## src/rtl/bram_stream_reader_if.sv

```systemverilog
// Signal bundle for the BRAM stream reader: command/status, RAM read port and output byte stream.
// The master modport is the reader; the slave modport is the surrounding system (RAM, host, sink).
interface bram_stream_reader_if #(
    parameter int ADDR_WIDTH = 10,
    parameter int DATA_WIDTH = 8
);
    logic                  start;
    logic [ADDR_WIDTH-1:0] start_addr;
    logic [ADDR_WIDTH:0]   length;
    logic                  abort;
    logic                  busy;
    logic                  done;
    logic [ADDR_WIDTH-1:0] ram_addr;
    logic                  ram_rd;
    logic [DATA_WIDTH-1:0] ram_q;
    logic [DATA_WIDTH-1:0] stream_data;
    logic                  stream_valid;
    logic                  stream_ready;
    logic                  stream_last;

    modport master (
        input  start, start_addr, length, abort, ram_q, stream_ready,
        output busy, done, ram_addr, ram_rd, stream_data, stream_valid, stream_last
    );

    modport slave (
        output start, start_addr, length, abort, ram_q, stream_ready,
        input  busy, done, ram_addr, ram_rd, stream_data, stream_valid, stream_last
    );
endinterface

```

## src/rtl/bram_stream_reader.sv

```systemverilog
// Sweeps a wrap-around BRAM address range and streams the bytes out with valid/ready/last.
// A credit-limited FIFO absorbs the RAM read latency so backpressure never drops data.
module bram_stream_reader #(
    parameter int ADDR_WIDTH   = 10,
    parameter int DATA_WIDTH   = 8,
    parameter int READ_LATENCY = 2
) (
    input logic                  clk,
    input logic                  rst_n,
    bram_stream_reader_if.master bus
);
    localparam int DEPTH = READ_LATENCY + 2;
    localparam int PTR_W = $clog2(DEPTH);
    localparam int CNT_W = $clog2(DEPTH + 1);
    localparam int LEN_W = ADDR_WIDTH + 1;
    localparam logic [LEN_W-1:0] MAX_LEN  = {1'b1, {ADDR_WIDTH{1'b0}}};
    localparam logic [PTR_W-1:0] LAST_PTR = PTR_W'(DEPTH - 1);

    typedef enum logic [1:0] {IDLE, RUN, DRAIN} state_t;

    state_t                  state;
    state_t                  state_next;
    logic [LEN_W-1:0]        remaining;
    logic [LEN_W-1:0]        clamped_len;
    logic [ADDR_WIDTH-1:0]   ram_addr_q;
    logic                    ram_rd_q;
    logic                    ram_last_q;
    logic [READ_LATENCY-1:0] tag_valid;
    logic [READ_LATENCY-1:0] tag_last;
    logic [DATA_WIDTH-1:0]   fifo_data [DEPTH];
    logic [DEPTH-1:0]        fifo_last;
    logic [PTR_W-1:0]        rd_ptr;
    logic [PTR_W-1:0]        wr_ptr;
    logic [CNT_W-1:0]        fifo_count;
    logic                    done_q;
    logic                    fifo_empty;
    logic                    head_last;
    logic                    push;
    logic                    pop;
    logic                    credit_ok;
    logic                    accept;
    logic                    issue_more;
    logic                    finish;
    logic                    zero_done;
    logic                    abort_now;
    int                      used;

    function automatic logic [PTR_W-1:0] next_ptr(input logic [PTR_W-1:0] p);
        return (p == LAST_PTR) ? '0 : p + 1'b1;
    endfunction

    // Credit counts the read on the RAM port now, the tags in flight and the FIFO, minus
    // the byte leaving this cycle, so a steady stream never stalls yet never overflows.
    always_comb begin
        fifo_empty  = (fifo_count == '0);
        head_last   = fifo_last[rd_ptr];
        pop         = !fifo_empty && bus.stream_ready;
        push        = tag_valid[READ_LATENCY-1];
        clamped_len = (bus.length > MAX_LEN) ? MAX_LEN : bus.length;
        used        = int'(fifo_count) + $countones({tag_valid, ram_rd_q}) - int'(pop);
        credit_ok   = used < DEPTH;
    end

    always_comb begin
        state_next = state;
        accept     = 1'b0;
        issue_more = 1'b0;
        finish     = 1'b0;
        zero_done  = 1'b0;
        abort_now  = 1'b0;
        case (state)
            IDLE: begin
                if (bus.start) begin
                    if (clamped_len == '0) begin
                        zero_done = 1'b1;
                    end else begin
                        accept     = 1'b1;
                        state_next = (clamped_len == LEN_W'(1)) ? DRAIN : RUN;
                    end
                end
            end
            RUN: begin
                if (bus.abort) begin
                    abort_now  = 1'b1;
                    state_next = IDLE;
                end else if (credit_ok) begin
                    issue_more = 1'b1;
                    if (remaining == LEN_W'(1)) begin
                        state_next = DRAIN;
                    end
                end
            end
            DRAIN: begin
                if (bus.abort) begin
                    abort_now  = 1'b1;
                    state_next = IDLE;
                end else if (pop && head_last) begin
                    finish     = 1'b1;
                    state_next = IDLE;
                end
            end
            default: state_next = IDLE;
        endcase
    end

    always_ff @(posedge clk or negedge rst_n) begin
        if (!rst_n) begin
            state <= IDLE;
        end else begin
            state <= state_next;
        end
    end

    // The first read goes out on the accepting edge; later reads follow the credit.
    always_ff @(posedge clk or negedge rst_n) begin
        if (!rst_n) begin
            remaining  <= '0;
            ram_addr_q <= '0;
            ram_rd_q   <= 1'b0;
            ram_last_q <= 1'b0;
            tag_valid  <= '0;
            tag_last   <= '0;
            done_q     <= 1'b0;
        end else begin
            done_q   <= finish || zero_done;
            ram_rd_q <= accept || issue_more;
            if (accept) begin
                ram_addr_q <= bus.start_addr;
                ram_last_q <= (clamped_len == LEN_W'(1));
                remaining  <= clamped_len - LEN_W'(1);
            end else if (issue_more) begin
                ram_addr_q <= ram_addr_q + 1'b1;
                ram_last_q <= (remaining == LEN_W'(1));
                remaining  <= remaining - LEN_W'(1);
            end else begin
                ram_last_q <= 1'b0;
            end
            if (abort_now) begin
                tag_valid <= '0;
                tag_last  <= '0;
            end else begin
                tag_valid[0] <= ram_rd_q;
                tag_last[0]  <= ram_last_q;
                for (int i = 1; i < READ_LATENCY; i++) begin
                    tag_valid[i] <= tag_valid[i-1];
                    tag_last[i]  <= tag_last[i-1];
                end
            end
        end
    end

    // Matured tags capture RamQ; an abort drops both queued and late-returning bytes.
    always_ff @(posedge clk or negedge rst_n) begin
        if (!rst_n) begin
            rd_ptr     <= '0;
            wr_ptr     <= '0;
            fifo_count <= '0;
            fifo_last  <= '0;
            for (int i = 0; i < DEPTH; i++) begin
                fifo_data[i] <= '0;
            end
        end else if (abort_now) begin
            rd_ptr     <= '0;
            wr_ptr     <= '0;
            fifo_count <= '0;
        end else begin
            if (push) begin
                fifo_data[wr_ptr] <= bus.ram_q;
                fifo_last[wr_ptr] <= tag_last[READ_LATENCY-1];
                wr_ptr            <= next_ptr(wr_ptr);
            end
            if (pop) begin
                rd_ptr <= next_ptr(rd_ptr);
            end
            case ({push, pop})
                2'b10:   fifo_count <= fifo_count + 1'b1;
                2'b01:   fifo_count <= fifo_count - 1'b1;
                default: fifo_count <= fifo_count;
            endcase
        end
    end

    assign bus.busy         = (state != IDLE);
    assign bus.done         = done_q;
    assign bus.ram_addr     = ram_addr_q;
    assign bus.ram_rd       = ram_rd_q;
    assign bus.stream_valid = !fifo_empty;
    assign bus.stream_data  = fifo_data[rd_ptr];
    assign bus.stream_last  = !fifo_empty && head_last;
endmodule

```

## src/flat_wrapper.sv

```systemverilog
// flat-port wrapper written by rule: the top's interface ports become plain ports
module bram_stream_reader_flat 
#(
    parameter int ADDR_WIDTH   = 10,
    parameter int DATA_WIDTH   = 8,
    parameter int READ_LATENCY = 2
)
  (clk, rst_n, bus_start, bus_start_addr, bus_length, bus_abort, bus_ram_q, bus_stream_ready, bus_busy, bus_done, bus_ram_addr, bus_ram_rd, bus_stream_data, bus_stream_valid, bus_stream_last);
  bram_stream_reader_if #(.ADDR_WIDTH(ADDR_WIDTH), .DATA_WIDTH(DATA_WIDTH)) bus_i ();
  input logic clk;
  input logic rst_n;
  input wire logic [$bits(bus_i.start)-1:0] bus_start;
  input wire logic [$bits(bus_i.start_addr)-1:0] bus_start_addr;
  input wire logic [$bits(bus_i.length)-1:0] bus_length;
  input wire logic [$bits(bus_i.abort)-1:0] bus_abort;
  input wire logic [$bits(bus_i.ram_q)-1:0] bus_ram_q;
  input wire logic [$bits(bus_i.stream_ready)-1:0] bus_stream_ready;
  output wire logic [$bits(bus_i.busy)-1:0] bus_busy;
  output wire logic [$bits(bus_i.done)-1:0] bus_done;
  output wire logic [$bits(bus_i.ram_addr)-1:0] bus_ram_addr;
  output wire logic [$bits(bus_i.ram_rd)-1:0] bus_ram_rd;
  output wire logic [$bits(bus_i.stream_data)-1:0] bus_stream_data;
  output wire logic [$bits(bus_i.stream_valid)-1:0] bus_stream_valid;
  output wire logic [$bits(bus_i.stream_last)-1:0] bus_stream_last;
  assign bus_i.start = bus_start;
  assign bus_i.start_addr = bus_start_addr;
  assign bus_i.length = bus_length;
  assign bus_i.abort = bus_abort;
  assign bus_i.ram_q = bus_ram_q;
  assign bus_i.stream_ready = bus_stream_ready;
  assign bus_busy = bus_i.busy;
  assign bus_done = bus_i.done;
  assign bus_ram_addr = bus_i.ram_addr;
  assign bus_ram_rd = bus_i.ram_rd;
  assign bus_stream_data = bus_i.stream_data;
  assign bus_stream_valid = bus_i.stream_valid;
  assign bus_stream_last = bus_i.stream_last;
  bram_stream_reader #(.ADDR_WIDTH(ADDR_WIDTH), .DATA_WIDTH(DATA_WIDTH), .READ_LATENCY(READ_LATENCY)) u_core (.clk(clk), .rst_n(rst_n), .bus(bus_i));
endmodule
```

## config.mk

```make
export PLATFORM = sky130hd
export DESIGN_NAME = bram_stream_reader_flat
export DESIGN_NICKNAME = d
export VERILOG_FILES = /design/src/rtl/bram_stream_reader_if.sv /design/src/rtl/bram_stream_reader.sv /design/src/flat_wrapper.sv
export SDC_FILE = /design/constraint.sdc
export NUM_CORES = 1
export LEC_CHECK = 0
export ABC_AREA = 1
export CORE_MARGIN = 3
export CORE_UTILIZATION = 35
export CTS_CLUSTER_DIAMETER = 40
export DETAILED_ROUTE_END_ITERATION = 12
export GPL_TIMING_DRIVEN = 0
export SYNTH_ARGS = -nofsm -noshare
export SYNTH_HDL_FRONTEND = slang
export SYNTH_SLANG_ARGS = --single-unit
```

## constraint.sdc

```tcl
create_clock -name clk -period 6.2 [get_ports clk]
set_input_delay 1.86 -clock clk [delete_from_list [all_inputs] [get_ports clk]]
set_output_delay 1.86 -clock clk [all_outputs]
set_load 0.02 [all_outputs]
```

==> impl_results.rst <==
.. list-table::
   :header-rows: 1

   * - Metric
     - Value
   * - Highest routed layer
     - met4
   * - Wire length of the first global-routing pass
     - 18.17 mm
   * - Most instantiated flip-flop cell in the synthesis netlist
     - sky130_fd_sc_hd__dfrtp_1
   * - Cell leakage power
     - 0.002572 uW
   * - Sequential-to-total area share from yosys stat
     - 0.4221
   * - Dpl ws
     - 1.310 ns
   * - Die Y-Extent
     - 117.2 um
   * - Area of the die
     - 13740 um^2
   * - Vias
     - 3839
   * - Row cnt
     - 39
   * - Setup repair after global routing missed its margin
     - no
   * - NumNets Final
     - 677
   * - Final critical-path required period
     - 4.513 ns
   * - Critical R2R Capture
     - u_core.remaining[8]$_DFFE_PN0P_
   * - Worst flop-to-flop path startpoint
     - u_core.fifo_count[2]$_DFFE_PN0P_
   * - Avg Cell Area, Syn
     - 7.840 um^2
   * - Maximum clock path buffer count
     - 2
   * - Post-synthesis cell type count
     - 42
   * - Path depth of the worst reg2reg path
     - 19
   * - Final hold violation count
     - 0
   * - Area leader, netlist
     - sky130_fd_sc_hd__dfrtp_1
   * - Number of fill cells in the layout
     - 1173
   * - Worst hold path type
     - reg2reg
   * - Fraction of layout instances using a drive strength above 1
     - 0.07680
   * - Synth Cell Area
     - 4328 um^2
   * - Post-detailed-placement cell area
     - 5119 um^2
   * - TritonCTS clock tree
     - yes
   * - Area inside the core boundary
     - 11760 um^2
   * - Number of DRC violations after detailed-routing iteration 0
     - 264
   * - Share of the synthesized area in the top cell type
     - 0.4221
   * - Critical path data arrival time
     - 4.74 ns
   * - Largest voltage drop on the vdd net
     - 0.2748 mV
   * - Result of the run
     - complete, no violations
   * - DIE WIDTH
     - 117.2 um
   * - Power after layout
     - 2737 uW
   * - Cell at the root of the clock tree
     - sky130_fd_sc_hd__clkbuf_16
   * - Total wire length
     - 10.97 mm
   * - Number of warnings printed during yosys synthesis
     - 0
   * - Termination of the worst setup path
     - u_core.remaining[8]$_DFFE_PN0P_
   * - Register-to-register path setup slack
     - 2.87 ns
   * - Vias in the first global route
     - 3673
   * - H-Tree Depth
     - 3
   * - Non-Filler Cell Area, Final
     - 5444 um^2
   * - # clock sinks
     - 73
   * - Classification of the worst setup path
     - in2reg
   * - Detailed-placement wirelength estimate
     - 7.787 mm
   * - Number of enable-type register cells in the synthesized netlist
     - 0
   * - Maximum number of pins on one net before global-route repair
     - 53
   * - Clock slew at the register clock pins of the worst setup and hold paths
     - 0.06 ns
   * - Power density over the cells
     - 502.7 nW/um^2
   * - # port buffers
     - 56
   * - Aggregate global routing overflow
     - 0
   * - Final sum of negative setup slack
     - 0 ns
   * - Top achievable clock speed
     - 0.2216 GHz
   * - CP Max Fanout
     - 10
   * - Crit path setup slack, layout
     - 1.687 ns
   * - Post-CTS sizing
     - 0
   * - Starting density of the core
     - 0.3680
   * - Total setup violations reported at the end of the flow
     - 0
   * - Clock skew after layout
     - 0.005555 ns
   * - CP startpoint
     - bus_stream_ready
   * - WL met1
     - 4.792 mm
   * - Critical path required time
     - 6.42 ns
   * - N_diodes
     - 0
   * - Worst Setup Start Kind
     - input port
   * - Number of hold buffers added after cts
     - 0
   * - Ys async rst share
     - 1.000
   * - Number of post-CTS setup repair buffers
     - 0
   * - Number of routed nets with antenna violations
     - 0
   * - Slew Limit Fails
     - 0
   * - Top cells by area, synth
     - sky130_fd_sc_hd__dfrtp_1 (42%), sky130_fd_sc_hd__nand2_1 (13%), sky130_fd_sc_hd__o21ai_0 (8.0%)
   * - Register bit count reported by yosys
     - 73
   * - Detailed-routed wire length on met3
     - 547 um
   * - Clock network latency to the later pin of the worst-skew pair
     - 0.34 ns
   * - TritonCTS buffer count
     - 9
   * - P&R area growth vs syn
     - 25.79%
   * - Measured slew at the worst slew-check pin
     - 0.5879 ns
   * - Final Wtd Congestion
     - 0.8060
   * - Avg Vias per Cell
     - 4.866
   * - Num ports
     - 57
   * - Count of unresolved DRC violations after routing
     - 0
   * - Final core utilization
     - 0.4629
   * - Number of instances in the synthesized netlist
     - 552
   * - Number of max-capacitance violations reported
     - 0
   * - Worst Setup End Kind
     - flip-flop
   * - Headroom to the max-slew limit
     - 0.6080
   * - WL per Instance
     - 13.90 um
   * - Wire length on met2
     - 5.519 mm
   * - Number of optimization iterations in the first detailed-route pass
     - 4
   * - Ratio of final minimum period to clock period
     - 0.7279
   * - GRT Util Overall
     - 0.1685
   * - Post-Syn Nets
     - 609
   * - Antenna violations before repair
     - 0
## how the worst min path moves through the flow
stage          depth (start not counted)                              from                          endpoint
4_1_cts                                2   u_core.fifo_data[9]$_DFFE_PN0P_   u_core.fifo_data[9]$_DFFE_PN0P_
5_1_grt                                2   u_core.fifo_data[6]$_DFFE_PN0P_   u_core.fifo_data[6]$_DFFE_PN0P_
3_3_place_gp                           2       u_core.ram_last_q$_DFF_PN0_      u_core.tag_last[0]$_DFF_PN0_
6_report                               2       u_core.ram_last_q$_DFF_PN0_      u_core.tag_last[0]$_DFF_PN0_
3_5_place_dp                           2   u_core.fifo_data[9]$_DFFE_PN0P_   u_core.fifo_data[9]$_DFFE_PN0P_
2_1_floorplan                          2  u_core.fifo_data[10]$_DFFE_PN0P_  u_core.fifo_data[10]$_DFFE_PN0P_
## flip-flops by register name, indices dropped and copies added (netlist names), 3 cells and up
name                 flops
u_core.bus.ram_addr     10
u_core.fifo_count        3
u_core.remaining        11
u_core.fifo_last         4
u_core.fifo_data        32
## worst max-delay path, cell delays in order
cell                              delay (ns)
sky130_fd_sc_hd__clkdlybuf4s50_1        0.40
sky130_fd_sc_hd__nand2_1                0.17
sky130_fd_sc_hd__inv_1                  0.12
sky130_fd_sc_hd__ha_1                   0.28
sky130_fd_sc_hd__inv_1                  0.04
sky130_fd_sc_hd__ha_1                   0.26
sky130_fd_sc_hd__nand2_1                0.05
sky130_fd_sc_hd__nand2_1                0.08
sky130_fd_sc_hd__a21oi_1                0.14
sky130_fd_sc_hd__ha_1                   0.24
sky130_fd_sc_hd__a21boi_1               0.12
sky130_fd_sc_hd__nand2_1                0.08
sky130_fd_sc_hd__nand2_1                0.12
sky130_fd_sc_hd__nand2_2                0.23
sky130_fd_sc_hd__buf_2                  0.29
sky130_fd_sc_hd__o21ai_1                0.10
sky130_fd_sc_hd__o21ai_1                0.08
sky130_fd_sc_hd__nand2_1                0.07
## layout by cell type, fill, tap and decap left out, types with 2 or more instances in the layout
| master | netlist | layout |
|---|---|---|
| sky130_fd_sc_hd__nand4_1 | 3 | 3 |
| sky130_fd_sc_hd__clkdlybuf4s50_1 | 0 | 55 |
| sky130_fd_sc_hd__clkbuf_16 | 0 | 9 |
| sky130_fd_sc_hd__a21oi_2 | 5 | 5 |
| sky130_fd_sc_hd__nand3_1 | 30 | 30 |
| sky130_fd_sc_hd__inv_6 | 0 | 3 |
| sky130_fd_sc_hd__a21oi_1 | 9 | 9 |
| sky130_fd_sc_hd__o21ai_1 | 8 | 8 |
| sky130_fd_sc_hd__buf_6 | 4 | 4 |
| sky130_fd_sc_hd__dfrtp_1 | 73 | 73 |
| sky130_fd_sc_hd__nor2_2 | 6 | 6 |
| sky130_fd_sc_hd__nand3_2 | 2 | 2 |
| sky130_fd_sc_hd__nor2_1 | 53 | 53 |
| sky130_fd_sc_hd__bufinv_16 | 0 | 2 |
| sky130_fd_sc_hd__nand3b_1 | 2 | 2 |
| sky130_fd_sc_hd__clkbuf_1 | 7 | 7 |
| sky130_fd_sc_hd__buf_2 | 2 | 2 |
| sky130_fd_sc_hd__ha_1 | 22 | 22 |
| sky130_fd_sc_hd__xor2_1 | 13 | 13 |
| sky130_fd_sc_hd__o22ai_1 | 8 | 8 |
| sky130_fd_sc_hd__nand2_1 | 145 | 145 |
| sky130_fd_sc_hd__inv_1 | 55 | 55 |
| sky130_fd_sc_hd__nor3_1 | 6 | 6 |
| sky130_fd_sc_hd__o21ai_0 | 69 | 69 |
| sky130_fd_sc_hd__clkinv_1 | 2 | 2 |
| sky130_fd_sc_hd__xnor2_1 | 8 | 8 |
## synth_stat cells, drive strengths merged (3+ instances only)
cell / number
buf: 7
nor2: 59
ha: 22
nand3: 33
inv: 57
nand4: 3
nor3: 6
o21ai: 78
xor2: 13
nand2: 148
dfrtp: 73
clkbuf: 7
xnor2: 8
a21oi: 14
o22ai: 8
## metrics by stage
stage,std cells,hold WS [ns]
global route,789,0.5060
finish,789,0.4814
CTS,789,0.4835
detailed placement,773,0.4678
global placement,772,0.4609
floorplan,552,0.4478
## per-layer routing
layer,vias to the layer above,GRT usage
li1,1929,-
met1,1818,0.2099
met2,84,0.2900
met3,8,0.03907
met4,0,0.05122
met5,-,0
## power by group
part	switching [uW]	leakage [uW]	total [uW]	internal, uW
clock network	217	0.000161	574	357
logic	797	0.00148	1340	544
registers	149	0.000929	823	673
total	1160	0.00257	2740	1570
## cells by family (layout without fill, tap and decap cells)
| kind of cell | count (synthesis) | count (layout) | synth area share |
|---|---|---|---|
| AO/OA/AOI/OAI | 108 | 108 | 0.1417 |
| XOR/XNOR | 21 | 21 | 0.04250 |
| adder cells (fa/ha/maj) | 23 | 23 | 0.06823 |
| flip-flops | 73 | 73 | 0.4221 |
| buffers and inverters | 73 | 146 | 0.07401 |
| AND/OR/NAND/NOR | 254 | 254 | 0.2515 |
## final cells by class
| type | count | area, um^2 | share of cell area |
|---|---|---|---|
| Multi-Input combinational cell | 406 | 2181 | 0.4006 |
| Clock buffer | 9 | 225.2 | 0.04137 |
| Timing Repair Buffer | 57 | 585.6 | 0.1076 |
| Clock inverter | 7 | 100.1 | 0.01839 |
| Sequential cell | 73 | 1827 | 0.3356 |
| Inverter | 59 | 224.0 | 0.04114 |
| Buffer | 14 | 96.34 | 0.01770 |
| Tap cell | 164 | 205.2 | 0.03769 |
(Power assumes the default switching activity.)
